[src/rtl/muldiv_hilo_if.sv]
// Operation and result bundle between the EXE stage and the HI/LO multiply unit.
interface muldiv_hilo_if;
  logic        op_valid;
  logic [3:0]  op;
  logic [31:0] src_a;
  logic [31:0] src_b;
  logic        flush;
  logic        busy;
  logic        stall_req;
  logic        done;
  logic [31:0] rd_data;
  logic [31:0] hi;
  logic [31:0] lo;

  modport master (
    output op_valid, op, src_a, src_b, flush,
    input  busy, stall_req, done, rd_data, hi, lo
  );

  modport slave (
    input  op_valid, op, src_a, src_b, flush,
    output busy, stall_req, done, rd_data, hi, lo
  );
endinterface

[src/rtl/muldiv_hilo.sv]
// HI/LO register pair with a 32-cycle radix-2 shift-add multiplier (MULT/MULTU/MUL).
// Define MULDIV_MADD_EN to add MADD/MADDU/MSUB/MSUBU accumulate into HI/LO.
module muldiv_hilo (
  input  logic         clk,
  input  logic         rst_n,
  muldiv_hilo_if.slave mdu
);
  localparam logic [3:0] OP_MULT  = 4'd1;
  localparam logic [3:0] OP_MULTU = 4'd2;
  localparam logic [3:0] OP_MTHI  = 4'd3;
  localparam logic [3:0] OP_MTLO  = 4'd4;
  localparam logic [3:0] OP_MUL   = 4'd5;
`ifdef MULDIV_MADD_EN
  localparam logic [3:0] OP_MADD  = 4'd6;
  localparam logic [3:0] OP_MADDU = 4'd7;
  localparam logic [3:0] OP_MSUB  = 4'd8;
  localparam logic [3:0] OP_MSUBU = 4'd9;
`endif
  localparam logic [3:0] OP_MFHI  = 4'd10;
  localparam logic [3:0] OP_MFLO  = 4'd11;

  typedef enum logic [1:0] {
    ST_IDLE,
    ST_CALC,
    ST_FINISH
  } state_t;

  state_t      state_reg;
  logic [4:0]  cnt_reg;
  logic [31:0] hi_reg;
  logic [31:0] lo_reg;
  logic [31:0] mcand_reg;
  logic [63:0] prod_reg;
  logic        neg_reg;
  logic [3:0]  op_reg;
  logic        busy_reg;
  logic        done_reg;

  logic        is_mul_op;
  logic        is_signed_op;
  logic        is_hilo_op;
  logic        accept;
  logic [31:0] abs_a;
  logic [31:0] abs_b;
  logic        neg_next;
  logic [32:0] step_sum;
  logic [63:0] prod_next;
  logic [63:0] prod_signed;
  logic [63:0] hilo_next;
  logic [31:0] rd_next;

  always_comb begin
    is_mul_op    = (mdu.op == OP_MULT) || (mdu.op == OP_MULTU) || (mdu.op == OP_MUL);
    is_signed_op = (mdu.op == OP_MULT) || (mdu.op == OP_MUL);
`ifdef MULDIV_MADD_EN
    if ((mdu.op >= OP_MADD) && (mdu.op <= OP_MSUBU)) begin
      is_mul_op = 1'b1;
    end
    if ((mdu.op == OP_MADD) || (mdu.op == OP_MSUB)) begin
      is_signed_op = 1'b1;
    end
`endif
    is_hilo_op = is_mul_op || (mdu.op == OP_MTHI) || (mdu.op == OP_MTLO)
                 || (mdu.op == OP_MFHI) || (mdu.op == OP_MFLO);
  end

  assign accept = mdu.op_valid && !busy_reg && !mdu.flush;

  // Signed ops multiply magnitudes; the sign is reapplied once in FINISH.
  assign abs_a    = (is_signed_op && mdu.src_a[31]) ? (~mdu.src_a + 32'd1) : mdu.src_a;
  assign abs_b    = (is_signed_op && mdu.src_b[31]) ? (~mdu.src_b + 32'd1) : mdu.src_b;
  assign neg_next = is_signed_op && (mdu.src_a[31] ^ mdu.src_b[31]);

  // Multiplier sits in prod_reg[31:0] and is shifted out LSB-first as the
  // partial product grows in the upper half.
  assign step_sum    = {1'b0, prod_reg[63:32]} + (prod_reg[0] ? {1'b0, mcand_reg} : 33'd0);
  assign prod_next   = {step_sum, prod_reg[31:1]};
  assign prod_signed = neg_reg ? (~prod_reg + 64'd1) : prod_reg;

  always_comb begin
    hilo_next = {hi_reg, lo_reg};
    case (op_reg)
      OP_MULT, OP_MULTU: hilo_next = prod_signed;
`ifdef MULDIV_MADD_EN
      OP_MADD, OP_MADDU: hilo_next = {hi_reg, lo_reg} + prod_signed;
      OP_MSUB, OP_MSUBU: hilo_next = {hi_reg, lo_reg} - prod_signed;
`endif
      default:           hilo_next = {hi_reg, lo_reg};
    endcase
  end

  always_comb begin
    rd_next = 32'd0;
    if (accept && (mdu.op == OP_MFHI)) begin
      rd_next = hi_reg;
    end else if (accept && (mdu.op == OP_MFLO)) begin
      rd_next = lo_reg;
    end else if ((state_reg == ST_FINISH) && (op_reg == OP_MUL) && !mdu.flush) begin
      rd_next = prod_signed[31:0];
    end
  end

  always_ff @(posedge clk or negedge rst_n) begin
    if (!rst_n) begin
      state_reg <= ST_IDLE;
      cnt_reg   <= 5'd0;
      hi_reg    <= 32'd0;
      lo_reg    <= 32'd0;
      mcand_reg <= 32'd0;
      prod_reg  <= 64'd0;
      neg_reg   <= 1'b0;
      op_reg    <= 4'd0;
      busy_reg  <= 1'b0;
      done_reg  <= 1'b0;
    end else begin
      done_reg <= 1'b0;
      if (mdu.flush) begin
        // Abandon whatever is in flight; HI/LO keep their architectural value.
        state_reg <= ST_IDLE;
        cnt_reg   <= 5'd0;
        busy_reg  <= 1'b0;
      end else begin
        case (state_reg)
          ST_IDLE: begin
            if (mdu.op_valid) begin
              if (mdu.op == OP_MTHI) begin
                hi_reg <= mdu.src_a;
              end else if (mdu.op == OP_MTLO) begin
                lo_reg <= mdu.src_a;
              end else if (is_mul_op) begin
                op_reg    <= mdu.op;
                mcand_reg <= abs_a;
                prod_reg  <= {32'd0, abs_b};
                neg_reg   <= neg_next;
                cnt_reg   <= 5'd0;
                busy_reg  <= 1'b1;
                state_reg <= ST_CALC;
              end
            end
          end
          ST_CALC: begin
            prod_reg <= prod_next;
            cnt_reg  <= cnt_reg + 5'd1;
            if (cnt_reg == 5'd31) begin
              state_reg <= ST_FINISH;
              done_reg  <= 1'b1;
            end
          end
          ST_FINISH: begin
            {hi_reg, lo_reg} <= hilo_next;
            busy_reg  <= 1'b0;
            state_reg <= ST_IDLE;
          end
          default: begin
            state_reg <= ST_IDLE;
            busy_reg  <= 1'b0;
          end
        endcase
      end
    end
  end

  assign mdu.busy      = busy_reg;
  assign mdu.stall_req = mdu.op_valid && busy_reg && is_hilo_op;
  assign mdu.done      = done_reg && !mdu.flush;
  assign mdu.rd_data   = rd_next;
  assign mdu.hi        = hi_reg;
  assign mdu.lo        = lo_reg;
endmodule

[src/flat_wrapper.sv]
// flat-port wrapper written by rule: the top's interface ports become plain ports
module muldiv_hilo_flat 
  (clk, rst_n, mdu_op_valid, mdu_op, mdu_src_a, mdu_src_b, mdu_flush, mdu_busy, mdu_stall_req, mdu_done, mdu_rd_data, mdu_hi, mdu_lo);
  muldiv_hilo_if mdu_i ();
  input  logic clk;
  input  logic rst_n;
  input wire logic [$bits(mdu_i.op_valid)-1:0] mdu_op_valid;
  input wire logic [$bits(mdu_i.op)-1:0] mdu_op;
  input wire logic [$bits(mdu_i.src_a)-1:0] mdu_src_a;
  input wire logic [$bits(mdu_i.src_b)-1:0] mdu_src_b;
  input wire logic [$bits(mdu_i.flush)-1:0] mdu_flush;
  output wire logic [$bits(mdu_i.busy)-1:0] mdu_busy;
  output wire logic [$bits(mdu_i.stall_req)-1:0] mdu_stall_req;
  output wire logic [$bits(mdu_i.done)-1:0] mdu_done;
  output wire logic [$bits(mdu_i.rd_data)-1:0] mdu_rd_data;
  output wire logic [$bits(mdu_i.hi)-1:0] mdu_hi;
  output wire logic [$bits(mdu_i.lo)-1:0] mdu_lo;
  assign mdu_i.op_valid = mdu_op_valid;
  assign mdu_i.op = mdu_op;
  assign mdu_i.src_a = mdu_src_a;
  assign mdu_i.src_b = mdu_src_b;
  assign mdu_i.flush = mdu_flush;
  assign mdu_busy = mdu_i.busy;
  assign mdu_stall_req = mdu_i.stall_req;
  assign mdu_done = mdu_i.done;
  assign mdu_rd_data = mdu_i.rd_data;
  assign mdu_hi = mdu_i.hi;
  assign mdu_lo = mdu_i.lo;
  muldiv_hilo u_core (.clk(clk), .rst_n(rst_n), .mdu(mdu_i));
endmodule
[config.mk]
export PLATFORM = sky130hd
export DESIGN_NAME = muldiv_hilo_flat
export DESIGN_NICKNAME = d
export VERILOG_FILES = /design/src/rtl/muldiv_hilo_if.sv /design/src/rtl/muldiv_hilo.sv /design/src/flat_wrapper.sv
export SDC_FILE = /design/constraint.sdc
export NUM_CORES = 1
export LEC_CHECK = 0
export CORE_ASPECT_RATIO = 0.8
export CORE_MARGIN = 2
export CORE_UTILIZATION = 50
export CTS_BUF_LIST = sky130_fd_sc_hd__clkbuf_8
export CTS_CLUSTER_SIZE = 20
export DETAILED_ROUTE_END_ITERATION = 12
export GPL_TIMING_DRIVEN = 0
export MAX_ROUTING_LAYER = met4
export PLACE_DENSITY = 0.77
export SLEW_MARGIN = 20
export SYNTH_ARGS = -nofsm -noshare
export SYNTH_HDL_FRONTEND = slang
export SYNTH_SLANG_ARGS = --single-unit
export TNS_END_PERCENT = 5
[constraint.sdc]
create_clock -name clk -period 3.63 [get_ports clk]
set_clock_uncertainty 0.2 [all_clocks]
set_input_delay 0.363 -clock clk [delete_from_list [all_inputs] [get_ports clk]]
set_output_delay 0.363 -clock clk [all_outputs]
set_load 0.05 [all_outputs]
**Word level (Yosys, flattened, before mapping)**

Cells that the tools add are included.
Widths: inputs -> output; s select.

- Mux-type cells: 42
- Add/subtract/negate cells: 5
- Equal/unequal tests: 26
- Bitwise logic cells: 7
- Reductions and logical operators: 33

Operators with widths:

| operator | count |
|---|---|
| $mux 64 | 6 |
| $mux 32 | 11 |
| $pmux 32 s2 | 2 |
| $pmux 64 s2 | 1 |
| $add 32x1->32 const B | 2 |
| $add 64x1->64 const B | 1 |
| $not 32->32 | 2 |
| $not 64->64 | 1 |
| $add 32x33->33 | 1 |
| $mux 5 | 5 |
| $reduce_and 5->1 | 4 |
| $reduce_and 6->1 | 3 |
| $eq 4x2->1 const B | 3 |
| $eq 4x3->1 const B | 3 |
| $logic_and 1x1->1 | 12 |
| $mux 2 | 6 |
| $ne 2x2->1 const B | 5 |
| $pmux 5 s2 | 1 |
| $ne 3x3->1 const B | 3 |
| $eq 4x1->1 const B | 2 |
| $eq 4x4->1 const B | 2 |
| $mux 1 | 8 |
| $logic_or 1x1->1 | 7 |
| $ne 2x1->1 const B | 3 |
| other kinds (14) | 19 |

- Register bits: 174
- Logic and storage cells: 123
- Bits of input ports: 72
- Output and inout bits: 99

**Depth between registers and ports, before layout**

Gate-level depths: netlist of the first run.

- Depth in word-level cells: 9
- Gate-level depth with buffers: 12
- Gate-level depth less buffers: 11

**Worst setup path before layout of the first run**

OpenSTA, ideal clock, no wires.

- Path kind: reg2out
- Start: register u_core.prod_reg[18]
- End: output mdu_rd_data[30]
- Required time: 3.067 ns
- Arrival time: 2.729 ns
- Buffers on the path: 0
- Cell stages (with the launch flop): 7
- Slack: 0.338 ns
- Cells stage by stage: dfrtp_1 or4_4 nor4_4 nand4_1 o41ai_1 xor2_1 o22ai_1

- Cells in the longest elaborated chain, start to end: 6

RTL lines:

| item | RTL line | source |
|---|---|---|
| start, declared | muldiv_hilo.sv:33 | `logic [63:0] prod_reg;` |
| start signal, assigned | muldiv_hilo.sv:133 | `prod_reg <= {32'd0, abs_b};` |
| start signal, assigned | muldiv_hilo.sv:142 | `prod_reg <= prod_next;` |
| $not 64->64 | muldiv_hilo.sv:78 | `assign prod_signed = neg_reg ? (~prod_reg + 64'd1) : prod_reg;` |
| $add 64x1->64 | muldiv_hilo.sv:78 |  |
| $mux 64 | muldiv_hilo.sv:78 |  |
| $mux 32 | muldiv_hilo.sv:98 | `end else if ((state_reg == ST_FINISH) && (op_reg == OP_MUL) && !mdu.flush) begin` |
| $mux 32 | muldiv_hilo.sv:96 | `end else if (accept && (mdu.op == OP_MFLO)) begin` |
| $mux 32 | muldiv_hilo.sv:94 | `if (accept && (mdu.op == OP_MFHI)) begin` |
| end, declared | flat_wrapper.sv:15 | `output wire logic [$bits(mdu_i.rd_data)-1:0] mdu_rd_data;` |

Every way passes these cells.

**Final worst setup path of the first run**

Ends and elaborated chain as after synthesis.

==> results_dict.tcl, run 1 <==
set metrics [dict create \
    synth_edf_count 0 \
    coreArea_sq_um 24440 \
    synthAdderAreaFrac 0.03860 \
    antenna_found_initial 1 \
    groute.layer.met3.usage 0.1331 \
    busiest_layer "met1" \
    finalSetupViolations 12 \
    grt_use_met1 0.5145 \
    die_area_sq_um 26320 \
    area_growth_pct 21.55 \
    synth_area_leaders "dfrtp_1 35%, xor2_1 6.9%, nand2_1 5.8%, o21ai_0 5.1%, nor2_1 3.8%" \
    yosysSeqAreaShare 0.3480 \
    tns_ns -0.7932 \
    slowest_stage "or4_4" \
    wl_per_cell_microns 24.39 \
    synthSimpleGateAreaFrac 0.1959 \
    io_pins 171 \
    clkLatencyLatePin_ns 0.50 \
    min_path_type "input pin to flop" \
    tightestPinTransition_ns 0.9212 \
    intPower_mw 4.380 \
    grt_pass1_vias 12380 \
    ys.flop_type "dfrtp_1" \
    post-synth-top-area-cell "dfrtp_1" \
    combPwrFrac 0.467 \
    grtUsageMet2 0.4952 \
    gp_congestion 1.057 \
    fin_nets 1801 \
    wirelength_mm 49.35 \
    stdcell_area_sq_um 15210 \
    violations "setup timing" \
    synth.mux.area_fraction 0.02880 \
    power.density_nw_per_um2 561.7 \
    post-route-util 0.6223 \
    leakage_nw 6.377 \
    crit_type "flop to primary output" \
    cts_root_buffer "clkbuf_8" \
    cp_max_fo 5 \
    synthArstFlopShare 1.000 \
    maxCapViolations 0 \
    synth.distinct_cells 72 \
    ys_top_cells_by_count "192 x nand2_1, 174 x dfrtp_1, 128 x o21ai_0, 127 x nor2_1, 99 x xor2_1" \
    ys_ff_latch 174 \
    status "complete, but fails checks" \
    synth_top_area_frac 0.3480 \
    cts_tree "built" \
    htree_levels 4 \
    placedCellCount 1982 \
    largest_reg_flops 64 \
    grt_util_all_layers 0.3718 \
    firstDrtPassIters 6 \
    clockBufferDepth 2 \
    synth_nets 1602 \
    switchingPower_mw 4.162 \
    switching_share 0.4872 \
    vias 13740 \
    start_util 0.5120 \
    dpl.hpwl_mm 38.26 \
    synth.cell_area_sq_um 12510 \
    layout-drive-gt1-share 0.07923 \
    port_buffers 169 \
    synth_xor_xnor_area_share 0.09729 \
    relSlewSlack 0.3812 \
    fmax_ghz 0.2647 \
    grt_first_pass_wirelength_mm 73.51 \
    initialDrtViolationCount 2033 \
    drc 0 \
    path_cells "or4_4, nor4_4, nand4_1, o41ai_2, xor2_1, o22ai_1, buf_4" \
    grt.overflow.total 0 \
    hold_violations 0 \
    via_per_inst 6.793 \
    grt_max_degree 97 \
    syn-instance-count 1492 \
    cts_buffers 17 \
    finalCritPeriodShare 1.041 \
    placementRows 51 \
    worst_slack_ns -0.1485 \
    clock_sinks 174 \
    ant_nets 0 \
    synth.avg_cell_area_sq_um 8.387 \
    layout_min_cycle_time_ns 3.779 \
    clockPowerShare 0.162 \
    arrival_ns 3.22 \
    yosysWarnings 0 \
    slowest_delay_ns 0.60 \
    rsz0062_at_grt "yes" \
    clkTransAtPathRegs_ns 0.11 \
    yosysMostFrequentCell "nand2_1" \
    end_kind "primary output" \
    instances_no_fill 2023 \
    power_frac_seq 0.371 \
    ir_drop_mv 0.2920 \
    synth_top_family_by_area "compound AO/OA/AOI/OAI gates" \
    maxSlewViolCount 0 \
    die_y_microns 145.5 \
    crit_path_start_kind "flop" \
    holdWs_ns 0.06192 \
    synth_compound_area_frac 0.2551 \
    placed_area_sq_um 14680 \
    crit_required_ns 3.07 \
    die_x_microns 180.9 \
]
[power groups by stage]
| stage | Combinational, mW | Sequential (mW) | Clock [mW] |
|---|---|---|---|
| 2_1_floorplan | 2.16 | 3.39 | 0 |
| 3_3_place_gp | 3.67 | 3.12 | 0 |
| 3_5_place_dp | 3.79 | 3.13 | 0 |
| 5_1_grt | 4.27 | 3.18 | 1.44 |
| 4_1_cts | 3.85 | 3.10 | 1.37 |
| 6_report | 3.99 | 3.17 | 1.39 |
[final cells by class]
cell class / instances / area [sq um]
antenna: 1 / 2.502
clock inverter: 14 / 122.6
buffer: 96 / 392.9
clock buffer: 18 / 247.7
inverter: 19 / 71.32
timing repair buffer: 182 / 1784
tap: 318 / 397.9
fill: 2104 / 9230
multi-input combinational: 1201 / 7830
sequential: 174 / 4360
[placed cells by master, fill, tap and decap left out, drive strengths merged, types with 8 or more instances in the layout]
cell and instances:
o22ai 41, nor3 24, o31ai 43, ha 37, nor4 11, clkbuf 109, nand3 24, o21ai 133
dfrtp 174, mux2i 36, a221oi 15, nand4 15, o221ai 22, a211oi 21, or4 12, nor2 127
nand2 192, o41ai 20, a21oi 90, a21o 39, buf 35, clkdlybuf4s15 8, xor2 99, xnor2 40
clkdlybuf4s50 135, and3 9, or3 21, and2 36, nor2b 12, inv 29
[kinds of logic (layout without fill, tap and decap cells)]
logic type / count (synthesis) / in the layout
AOI/OAI and AO/OA: 477 / 477
xor gates and xnor gates: 139 / 139
buffers and inverters: 117 / 329
adders and majority gates: 38 / 38
DFF: 174 / 174
and+or+nand+nor: 511 / 511
muxes: 36 / 36
other: 0 / 1
[worst max-delay path, delay by kind of cell (launching register included)]
kind	cells	cell delay, ns
AOI/OAI and AO/OA	2	0.48
buffers and inverters	1	0.25
DFF	1	0.49
and+or+nand+nor	3	1.23
xor gates and xnor gates	1	0.26
[final timing paths]
path	slack, ns	startpoint	endpoint	cells past startpoint
max	-0.15	u_core.prod_reg[18]	mdu_rd_data[30]	7
min	0.06	mdu_src_a[10]	u_core.mdu.lo[10]	3
max reg2reg	0.03	u_core.prod_reg[0]	u_core.prod_reg[56]	11
min reg2reg	0.27	u_core.mcand_reg[31]	u_core.mcand_reg[31]	2
max in group asynchronous	2.18	rst_n	u_core.prod_reg[45]	4
min in group asynchronous	0.25	rst_n	u_core.prod_reg[30]	3
[stage by stage]
stage / total power, mW / setup slack [ns]
final: 8.543 / -0.1485
after global routing: 8.901 / -0.2448
after CTS: 8.323 / -0.05686
after detailed placement: 6.922 / -1.027
after global placement: 6.792 / -5.376
after floorplan: 5.556 / 0.3383
[per-layer routing]
layer / up-vias / wire length, microns
li1: 5852 / -
met1: 6580 / 19400
met2: 1161 / 19930
met3: 150 / 8058
met4: 0 / 1962
met5: - / 0
[repair_timing]
| action | 4_1_cts | 5_1_grt |
|---|---|---|
| hold endpoints to repair | 95 | 0 |
| endpoints found under the setup margin | 80 | 43 |
| setup buffers | 5 | 4 |
| hold buffers | 1 | 0 |
| gates resized for setup | 136 | 29 |
| pin swaps | 7 | 4 |
No activity file was read; power rests on OpenSTA's default activity.
==> run 2, diff against run 1 <==
- CORE_MARGIN: 2 -> 8
- DONT_BUFFER_PORTS: not set -> 1
- PLACE_DENSITY: 0.77 -> 0.68
==> run 2 against run 1 <==
The flow finishes with violations (hold timing, setup timing); final cell count decreased by 5.8%; routed wire length up 6.4%; cell area fell by 5.2%; die area grew 15%; clock power increased by 9%; sequential share of layout area increased by 1.6 points; combinational power is 23% lower; total power shrank 2.4%; critical path depth shrank 1; core utilization fell by 3.3 points; sequential power increased by 18%; sequential cell count unchanged; critical endpoint is now mdu_rd_data[31].
==> results_dict.tcl, run 2 (synthesis gave the netlist of run 1 again) <==
set metrics [dict create \
    leakage_nw 5.881 \
    most-common-layout-cells "191 x nand2_1, 172 x dfrtp_1, 127 x nor2_1, 125 x o21ai_0, 99 x xor2_1" \
    gp_congestion 1.014 \
    die_x_microns 192.9 \
    placementRows 51 \
    arrival_ns 3.26 \
    crit_path_start_kind "flop" \
    die_y_microns 157.5 \
    end_kind "primary output" \
    io_pins 171 \
    post-route-util 0.5897 \
    n_fill_cell 2265 \
    power_frac_seq 0.448 \
    htree_levels 4 \
    relSlewSlack 0.1532 \
    stdcell_area_sq_um 14410 \
    grt_first_pass_wirelength_mm 76.45 \
    fmax_ghz 0.2617 \
    layout_min_cycle_time_ns 3.821 \
    layout-drive-gt1-share 0.07876 \
    cp_max_fo 6 \
    worst_slack_ns -0.1914 \
    grt_max_degree 175 \
    clkLatencyLatePin_ns 0.50 \
    placed_area_sq_um 12950 \
    cts_tree "built" \
    holdWs_ns -0.6470 \
    grt_pass1_vias 11670 \
    vias 12880 \
    via_per_inst 6.758 \
    start_util 0.5120 \
    violations "hold timing, setup timing" \
    status "complete, but fails checks" \
    die_area_sq_um 30380 \
    area_growth_pct 15.17 \
    fin_nets 1685 \
    firstDrtPassIters 6 \
    port_buffers 0 \
    wirelength_mm 52.52 \
    ant_nets 0 \
    ir_drop_mv 0.3466 \
    grt.overflow.total 0 \
    power.density_nw_per_um2 578.8 \
    grt_util_all_layers 0.3465 \
    report.power.total_mw 8.342 \
    largest_reg_flops 64 \
    cts_root_buffer "clkbuf_8" \
    drc 0 \
    hold_violations 174 \
    dpl.hpwl_mm 39.55 \
    crit_type "flop to primary output" \
    final_common_cell "nand2_1" \
    initialDrtViolationCount 1740 \
    switchingPower_mw 4.082 \
    antenna_found_initial 0 \
    tns_ns -1.053 \
    tightestPinTransition_ns 1.270 \
    maxSlewViolCount 0 \
    clockBufferDepth 2 \
    clock_sinks 174 \
    coreArea_sq_um 24440 \
    clockPowerShare 0.183 \
    rsz0062_at_grt "yes" \
    intPower_mw 4.259 \
    combPwrFrac 0.369 \
    finalSetupViolations 12 \
    crit_required_ns 3.07 \
    wl_per_cell_microns 27.56 \
    cts_buffers 17 \
    min_path_type "input pin to asynchronous set/reset pin" \
    finalCritPeriodShare 1.053 \
    maxCapViolations 0 \
    hold_buffers 59 \
    clkTransAtPathRegs_ns 0.10 \
    switching_share 0.4894 \
]
[run 2: critical path, cell delays in order, from the launching register on]
cell and delay (ns):
dfrtp_1 0.49, or3_1 0.47, nor4_1 0.58, nand4_2 0.36
nand2_1 0.18, xor2_1 0.10, o22ai_2 0.57
[run 2: stage by stage]
step	instances	setup slack [ns]
3_5_place_dp	1811	-1.136
2_1_floorplan	1492	0.3383
6_report	1906	-0.1914
3_3_place_gp	1810	-1.161
5_1_grt	1905	-0.1814
4_1_cts	1902	-0.2234
[run 2: worst paths after layout]
| check | slack [ns] | depth (start not counted) | to | startpoint |
|---|---|---|---|---|
| min | -0.65 | 0 | u_core.cnt_reg[4] | rst_n |
| max reg2reg | 0.09 | 11 | u_core.prod_reg[60] | u_core.prod_reg[0] |
| min reg2reg | 0.28 | 2 | u_core.mcand_reg[31] | u_core.mcand_reg[31] |
| min in group clk | 0.01 | 3 | u_core.mcand_reg[27] | mdu_src_a[26] |
| max in group asynchronous | 3.55 | 0 | u_core.mcand_reg[16] | rst_n |
| max | -0.19 | 6 | mdu_rd_data[31] | u_core.prod_reg[26] |
[run 2: cell type report]
type / instances / area, sq um / area share
multi-input cells: 1201 / 8134 / 0.5644
flip-flops and latches: 174 / 4357 / 0.3023
repair buffers: 64 / 631.9 / 0.04384
plain buffers: 98 / 401.6 / 0.02787
well taps: 318 / 397.9 / 0.02761
clock buffers: 17 / 234.0 / 0.01624
clock inverters: 14 / 181.4 / 0.01259
inverters: 19 / 71.32 / 0.004949
diodes: 1 / 2.502 / 0.0001736
[run 2: metal layers]
layer,track usage,part of all wire
met5,-,0
met4,0.08170,0.023
met3,0.1216,0.15
met2,0.4497,0.40
met1,0.5005,0.43
[run 2: power groups by stage]
| stage | registers [mW] | logic [mW] | clock network, mW |
|---|---|---|---|
| after floorplan | 3.39 | 2.16 | 0 |
| after global placement | 3.72 | 2.69 | 0 |
| after detailed placement | 3.73 | 2.75 | 0 |
| after CTS | 3.70 | 2.94 | 1.52 |
| after global routing | 3.77 | 3.37 | 1.58 |
| final | 3.74 | 3.08 | 1.52 |
[run 2: repair_timing]
item,in CTS,in global routing
gates resized for setup,61,26
setup endpoints to repair,50,37
buffers inserted,1,3
cloned,0,0
pin swaps,4,3
hold endpoints to repair,263,174
==> run 3, diff against run 2 <==
- SKIP_LAST_GASP: not set -> 1
==> run 3 against run 2 <==
The flow still finishes with violations (hold timing, setup timing); sequential cell count stayed put; total power up 0.99%; first-iteration DRC count rose by 3.2%; largest cell class unchanged; highest routed layer unchanged.
==> results_dict.tcl, run 3 (synthesis gave the netlist of run 1 again) <==
set metrics [dict create \
    arrival_ns 3.10 \
    r2r_end "u_core.prod_reg[61]" \
    cts_buffers 17 \
    gp_congestion 1.014 \
    power.density_nw_per_um2 576.7 \
    relSlewSlack 0.2097 \
    clockBufferDepth 2 \
    vias 12950 \
    holdWs_ns -0.6508 \
    cts_root_buffer "clkbuf_8" \
    placed_area_sq_um 12950 \
    tns_ns -0.06902 \
    leakage_nw 5.934 \
    die_x_microns 192.9 \
    switchingPower_mw 4.121 \
    post-route-util 0.5978 \
    cts_tree "built" \
    htree_levels 4 \
    critPathCapture "mdu_rd_data[31]" \
    dpl.hpwl_mm 39.55 \
    switching_share 0.4892 \
    grt.overflow.total 0 \
    grt_first_pass_wirelength_mm 76.38 \
    final_common_cell "nand2_1" \
    stdcell_area_sq_um 14610 \
    end_kind "primary output" \
    hold_buffers 59 \
    violations "hold timing, setup timing" \
    initialDrtViolationCount 1795 \
    area_growth_pct 16.75 \
    die_area_sq_um 30380 \
    wl_per_cell_microns 27.44 \
    ant_nets 0 \
    layout_min_cycle_time_ns 3.664 \
    grt_util_all_layers 0.3466 \
    power_frac_seq 0.443 \
    port_buffers 0 \
    maxSlewViolCount 0 \
    r2r-start "u_core.prod_reg[0]" \
    placementRows 51 \
    antenna_found_initial 1 \
    cp_max_fo 6 \
    crit_type "flop to primary output" \
    drc 0 \
    fmax_ghz 0.2730 \
    layout-drive-gt1-share 0.08886 \
    crit_path_start_kind "flop" \
    clkTransAtPathRegs_ns 0.10 \
    status "complete, but fails checks" \
    largest_reg_flops 64 \
    die_y_microns 157.5 \
    crit_required_ns 3.07 \
    rsz0062_at_grt "yes" \
    grt_pass1_vias 11650 \
    maxCapViolations 0 \
    clock_sinks 174 \
    wirelength_mm 52.62 \
    finalSetupViolations 5 \
    firstDrtPassIters 6 \
    finalCritPeriodShare 1.009 \
    coreArea_sq_um 24440 \
    grt_max_degree 175 \
    r2r_slack_ns 0.08 \
    tightestPinTransition_ns 1.176 \
    most-common-layout-cells "192 x nand2_1, 171 x dfrtp_1, 127 x nor2_1, 123 x o21ai_0, 99 x xor2_1" \
    clockPowerShare 0.181 \
    report.power.total_mw 8.425 \
    n_fill_cell 2240 \
    startpoint "u_core.prod_reg[26]" \
    hold_violations 174 \
    fin_nets 1696 \
    io_pins 171 \
    r2r_cells 14 \
    worst_slack_ns -0.03363 \
    intPower_mw 4.303 \
    start_util 0.5120 \
    combPwrFrac 0.376 \
    min_path_type "input pin to asynchronous set/reset pin" \
    via_per_inst 6.753 \
    ir_drop_mv 0.3463 \
    clkLatencyLatePin_ns 0.51 \
]
-- run 3: worst max-delay path: stages, from the launching register on --
cell	delay [ns]
dfrtp_1	0.49
or3_1	0.47
nor4_1	0.57
nand4_2	0.34
nand2_1	0.18
xor2_1	0.12
o22ai_4	0.41
-- run 3: power groups by stage --
stage | clock [mW] | combinational, mW | sequential (mW)
2_1_floorplan | 0 | 2.16 | 3.39
3_3_place_gp | 0 | 2.69 | 3.72
3_5_place_dp | 0 | 2.75 | 3.73
4_1_cts | 1.52 | 2.92 | 3.70
5_1_grt | 1.58 | 3.46 | 3.76
6_report | 1.52 | 3.17 | 3.73
-- run 3: per-stage QoR --
stage               setup slack, ns  cells
floorplan                    0.3383   1492
global placement             -1.161   1810
detailed placement           -1.136   1811
CTS                         -0.2234   1902
global route                -0.1490   1917
finish                     -0.03363   1918
-- run 3: worst min path at each step --
| stage | startpoint | end | slack, ns |
|---|---|---|---|
| 2_1_floorplan | rst_n | u_core.cnt_reg[0] | -0.13 |
| 3_3_place_gp | rst_n | u_core.cnt_reg[1] | -0.12 |
| 3_5_place_dp | rst_n | u_core.done_reg | -0.12 |
| 4_1_cts | rst_n | u_core.cnt_reg[4] | -0.67 |
| 5_1_grt | rst_n | u_core.mcand_reg[30] | -0.67 |
| 6_report | rst_n | u_core.cnt_reg[3] | -0.65 |
-- run 3: repair_timing --
action	4_1_cts	5_1_grt
pin swaps	1	12
setup buffers	1	17
gates resized for setup	49	55
endpoints found under the hold margin	263	174
setup endpoints to repair	50	49
-- run 3: area by class of cell --
type                    instances  area (sq um)  share of cell area
clock buffers                  17         234.0             0.01602
plain buffers                  95         387.9             0.02655
diodes                          2         5.005           0.0003426
repair buffers                 78         740.7             0.05070
multi-input cells            1201          8233              0.5635
flip-flops and latches        174          4358              0.2983
well taps                     318         397.9             0.02724
inverters                      19         71.32            0.004882
clock inverters                14         181.4             0.01242
-- run 3: layer usage --
metal / share of wire / track usage / wire length [microns]
met5: 0 / - / 0
met4: 0.021 / 0.08170 / 1101
met3: 0.14 / 0.1214 / 7616
met2: 0.40 / 0.4485 / 20960
met1: 0.44 / 0.5019 / 22950
